==> config.mk <==
export PLATFORM = sky130hd
export DESIGN_NAME = scan_mux_nto1
export DESIGN_NICKNAME = d
export VERILOG_FILES = /design/src/rtl/panel_pkg.sv /design/src/rtl/scan_prescaler.sv /design/src/rtl/scan_mux_nto1.sv
export SDC_FILE = /design/constraint.sdc
export NUM_CORES = 1
export LEC_CHECK = 0
export BUFFER_PORTS_ARGS = -buffer_cell sky130_fd_sc_hd__buf_2
export CORE_MARGIN = 10
export CORE_UTILIZATION = 25
export CTS_CLUSTER_DIAMETER = 120
export DETAILED_ROUTE_END_ITERATION = 10
export PLACE_DENSITY_LB_ADDON = 0.25
export SLEW_MARGIN = 25
export SYNTH_ARGS = -nofsm -noshare
export SYNTH_HDL_FRONTEND = slang
export SYNTH_SLANG_ARGS = --single-unit
==> constraint.sdc <==
create_clock -name clk -period 4.2 [get_ports clk]
set_input_delay 0.21 -clock clk [delete_from_list [all_inputs] [get_ports clk]]
set_output_delay 0.21 -clock clk [all_outputs]
set_load 0.01 [all_outputs]
==> src/rtl/panel_pkg.sv <==
// panel_pkg: mode and state encodings shared by the front-panel channel mux
package panel_pkg;
    localparam logic MODE_MANUAL = 1'b0;
    localparam logic MODE_SCAN   = 1'b1;
    typedef enum logic [1:0] {
        ST_BLANK  = 2'd0,
        ST_MANUAL = 2'd1,
        ST_SCAN   = 2'd2
    } state_t;
    function automatic state_t decode_state(input logic enable, input logic mode);
        return !enable ? ST_BLANK : (mode == MODE_SCAN) ? ST_SCAN : ST_MANUAL;
    endfunction
endpackage

==> src/rtl/scan_prescaler.sv <==
// scan_prescaler: modulo-PRESCALE dwell counter; tick flags the edge on which it wraps
module scan_prescaler #(
    parameter int PRESCALE = 1000
) (
    input  logic clk,
    input  logic rst,
    input  logic run,
    input  logic clear,
    output logic tick
);
    localparam int CW = (PRESCALE > 1) ? $clog2(PRESCALE) : 1;
    logic [CW-1:0] r_cnt;
    logic          w_tc;
    assign w_tc = (r_cnt == CW'(PRESCALE - 1));
    assign tick = run && w_tc;
    always_ff @(posedge clk) begin
        if (rst || clear)
            r_cnt <= '0;
        else if (run)
            r_cnt <= w_tc ? '0 : r_cnt + CW'(1);
    end
endmodule

==> src/rtl/scan_mux_nto1.sv <==
// scan_mux_nto1: registered N-to-1 digit mux with manual select or timed auto-scan and blanking
module scan_mux_nto1
    import panel_pkg::*;
#(
    parameter int N_CH     = 4,
    parameter int W        = 4,
    parameter int PRESCALE = 1000,
    localparam int SEL_W   = $clog2(N_CH)
) (
    input  logic              clk,
    input  logic              rst,
    input  logic [N_CH*W-1:0] in_bus,
    input  logic              mode,
    input  logic [SEL_W-1:0]  sel,
    input  logic              enable,
    output logic [W-1:0]      out_data,
    output logic [N_CH-1:0]   out_onehot,
    output logic [SEL_W-1:0]  out_idx,
    output logic              tick
);
    state_t           r_state, w_state_nxt;
    logic [SEL_W-1:0] r_idx, w_idx_nxt;
    logic [W-1:0]     r_data, w_chan;
    logic             r_tick, w_adv;
    scan_prescaler #(.PRESCALE(PRESCALE)) u_prescaler (
        .clk   (clk),
        .rst   (rst),
        .run   (w_state_nxt == ST_SCAN),
        .clear (w_state_nxt == ST_MANUAL),
        .tick  (w_adv)
    );
    always_comb begin
        w_state_nxt = decode_state(enable, mode);
        w_idx_nxt   = (w_state_nxt == ST_MANUAL && 32'(sel) < N_CH) ? sel :
                      w_adv ? ((r_idx == SEL_W'(N_CH - 1)) ? '0 : r_idx + SEL_W'(1)) :
                      r_idx;
        w_chan      = in_bus[32'(w_idx_nxt) * W +: W];
    end
    always_ff @(posedge clk) begin
        if (rst) begin
            r_state <= ST_BLANK;
            r_idx   <= '0;
            r_data  <= '0;
            r_tick  <= 1'b0;
        end else begin
            r_state <= w_state_nxt;
            r_idx   <= w_idx_nxt;
            r_data  <= (w_state_nxt == ST_BLANK) ? '0 : w_chan;
            r_tick  <= w_adv;
        end
    end
    // one-hot is rebuilt from the registered index so it can never disagree with out_idx
    assign out_onehot = (r_state == ST_BLANK) ? '0 : N_CH'(1) << r_idx;
    assign out_data   = r_data;
    assign out_idx    = r_idx;
    assign tick       = r_tick;
endmodule

==> PnR_summary.wiki <==
{| class="wikitable"
! Metric !! Value
|-
| Maximum net fanout on the critical path || 9
|-
| Number of primary I/O pins || 33
|-
| Share of layout cells above drive strength 1 || 30.7%
|-
| Worst-skew pair later-pin latency || 0.26 ns
|-
| Number of diodes added for antenna fixing || 0
|-
| Largest family of logic cells by synthesized area || simple AND/OR/NAND/NOR gates
|-
| Worst Setup Slack post-DPL || 2.00 ns
|-
| Min-delay worst type || primary input to flip-flop
|-
| Relative slew margins || 61.8%
|-
| Arr. time, crit path || 2.32 ns
|-
| Pre-antenna DRT Iters || 3
|-
| Routed WL per cell || 12.8 um
|-
| Largest net degree at the start of global routing || 12
|-
| Worst slack on hold paths || 0.180 ns
|-
| Outcome || completed
|-
| Clock Sinks || 19
|-
| Initial Util || 26.5%
|-
| Fmax || 460 MHz
|-
| Final period util || 51.8%
|-
| Post-synthesis share of cell area spent on full adders, half adders and majority gates || 6.31%
|-
| Setup crit start kind || flip-flop
|-
| TritonCTS clock tree || yes
|-
| Die area || 6880 um2
|-
| Wire length of the first global-routing pass || 4000 um
|-
| Number of max-capacitance violations reported || 0
|-
| X dimension of the die || 83.0 um
|-
| Routability congestion estimate from global placement || 0.785
|-
| Number of resized instances in the post-cts repair step || 0
|-
| Cells taking the most area after synthesis || sky130_fd_sc_hd__dfxtp_1 38%, sky130_fd_sc_hd__mux2i_1 8.1%, sky130_fd_sc_hd__ha_1 6.3%, sky130_fd_sc_hd__nor2b_1 5.7%, sky130_fd_sc_hd__xnor2_1 5.3%
|-
| RSZ-0062 raised after global routing || false
|-
| HPWL Detailed || 1990 um
|-
| FF+latch count, synth || 19
|-
| Core footprint || 3740 um2
|-
| Type of element capturing the critical path || flip-flop
|-
| Final Hold Violating Endpoints || 0
|-
| WP data required || 4.34 ns
|-
| Number of global-route vias before repair || 872
|-
| Synthesized Nets || 131
|-
| All-Layer GR Usage || 6.85%
|-
| Number of routed nets with antenna violations || 0
|-
| DRC || 0
|-
| Cell at the root of the clock tree || sky130_fd_sc_hd__clkbuf_8
|-
| Total via count in the routed design || 836
|-
| Yosys warning total || 0
|-
| Actual transition at the worst max-transition pin || 0.572 ns
|-
| Number of distinct library cells after synthesis || 30
|-
| Fraction of the mapped netlist area in compound gates || 9.47%
|-
| Global route total overflow || 0
|-
| Signed area change from the synthesized netlist to the final layout || 24.7%
|-
| Post-layout power || 371 uW
|-
| Worst setup skew after layout || 0.00160 ns
|-
| Cell Rows || 22
|-
| Setup slack of the critical path after layout || 2.02 ns
|-
| Number of buffers added by the clock tree synthesis step || 3
|-
| Die span in y || 83.0 um
|-
| DRC violation total after the first TritonRoute iteration || 30
|-
| H-tree Lvls || 1
|-
| Gate count after technology mapping || 104
|-
| Initial antenna violation count || 0
|-
| Number of buffers on the longest clock path || 2
|-
| Path type of the worst setup path || flip-flop to flip-flop
|-
| Slew Viols, Final || 0
|-
| Proportion of netlist area held by the largest area contributor || 38.4%
|-
| Total Neg Setup Slack || 0 ns
|-
| Minimum clock period || 2.18 ns
|-
| Drt total wl || 2370 um
|-
| Layout filler cell count || 432
|-
| Leak Pwr || 0.512 nW
|-
| Mux contribution to synthesized area || 8.08%
|-
| Synthesized area divided by synthesized cell count || 9.53 um2
|-
| Postcts setup bufs || 0
|-
| Sequential element share of the synthesized area || 38.4%
|-
| Number of buffers inserted by hold repair at cts || 0
|-
| Count of port buffers added during placement || 32
|-
| Most common cell after layout, fill and taps aside || sky130_fd_sc_hd__buf_2
|-
| Detail-routed via count per cell || 4.52
|-
| Power density of the placed cells || 300 nW/um2
|-
| Fin nets || 165
|-
| Simple-gate portion of the synthesized area || 26.5%
|-
| Count of endpoints failing setup in the final report || 0
|-
| Highest ir drop seen on vdd || 91.3 uV
|-
| Cell type with the largest total area after synthesis || sky130_fd_sc_hd__dfxtp_1
|-
| Commonest cells after routing, fill and taps aside || 32 x sky130_fd_sc_hd__buf_2, 19 x sky130_fd_sc_hd__dfxtp_1, 12 x sky130_fd_sc_hd__nor2_1
|-
| Mapped Area || 991 um2
|-
| Parity-gate share of the synthesized area counting xor and xnor cells || 7.95%
|-
| Clock-pin slew of the registers on the worst-case setup and hold paths || 0.07 ns
|}
flip-flops by register name, summed over array words and instances (netlist names):
signal             cells
tick                   1
u_prescaler.r_cnt     10
out_data               4
out_idx                2
r_state                2
worst paths after layout:
check                                            end  slack [ns]  cells after the start                 start
worst min-delay path                      out_idx[1]        0.18                      2                   rst
worst max register to register           out_data[0]        2.02                      6  u_prescaler.r_cnt[0]
worst min register to register  u_prescaler.r_cnt[8]        0.54                      2  u_prescaler.r_cnt[8]
worst max-delay path                     out_data[0]        2.02                      6  u_prescaler.r_cnt[0]
cell type report:
type	count	area (um2)	share of cell area, %
Timing Repair Buffer	32	160	13.0
Sequential cell	19	380	30.8
Tap cell	48	60.1	4.86
Clock inverter	1	5.00	0.405
Multi-Input combinational cell	79	578	46.8
Clock buffer	3	41.3	3.34
Inverter	3	11.3	0.911
cells in the mapped netlist, drive strengths merged:
| library cell | number |
|---|---|
| xor2 | 3 |
| mux2i | 8 |
| o22a | 1 |
| nor2b | 9 |
| nand3 | 4 |
| and2 | 1 |
| a21o | 1 |
| nand4bb | 1 |
| o211ai | 1 |
| nor2 | 12 |
| o22ai | 6 |
| nand4 | 1 |
| nand2 | 5 |
| or3 | 2 |
| nor3 | 4 |
| buf | 3 |
| ha | 5 |
| a211oi | 1 |
| xnor2 | 6 |
| nand2b | 2 |
| o311ai | 1 |
| or2 | 1 |
| inv | 3 |
| nand3b | 1 |
| dfxtp | 19 |
| nor4 | 1 |
| and3 | 2 |
stage by stage:
stage / cells / cell area (um2) / util, %
final: 185 / 1240 / 33.0
after CTS: 185 / 1240 / 33.0
after global placement: 181 / 1190 / 31.8
after detailed placement: 181 / 1190 / 31.8
after global routing: 185 / 1240 / 33.0
after floorplan: 104 / 991 / -
power by group:
part	switching [mW]	total, mW	internal [mW]
Combinational	0.0275	0.0544	0.0270
Sequential	0.00383	0.190	0.186
Clock	0.0602	0.126	0.0660
Total	0.0915	0.371	0.279
critical path, cell delays in order, from the launching register on:
cell	delay, ns
sky130_fd_sc_hd__dfxtp_1	0.37
sky130_fd_sc_hd__ha_1	0.26
sky130_fd_sc_hd__nand4bb_4	0.13
sky130_fd_sc_hd__or3_4	0.41
sky130_fd_sc_hd__o211ai_2	0.51
sky130_fd_sc_hd__mux2i_1	0.27
sky130_fd_sc_hd__o22ai_2	0.10
metal layers:
| metal | vias up | share of wire (%) | global-route usage, % |
|---|---|---|---|
| met5 | - | 0 | 0 |
| met4 | 0 | 2.4 | 4.15 |
| met3 | 4 | 2.7 | 0.977 |
| met2 | 16 | 54 | 11.9 |
| met1 | 391 | 41 | 7.66 |
| li1 | 425 | - | - |
kinds of logic (layout without fill, tap and decap cells):
group,count (synthesis),count (layout)
AND/OR/NAND/NOR,46,46
flip-flops,19,19
AO/OA/AOI/OAI,11,11
XOR/XNOR,9,9
multiplexers,8,8
buffers and inverters,6,39
adder cells (fa/ha/maj),5,5
No activity file was read; power rests on OpenSTA's default activity.
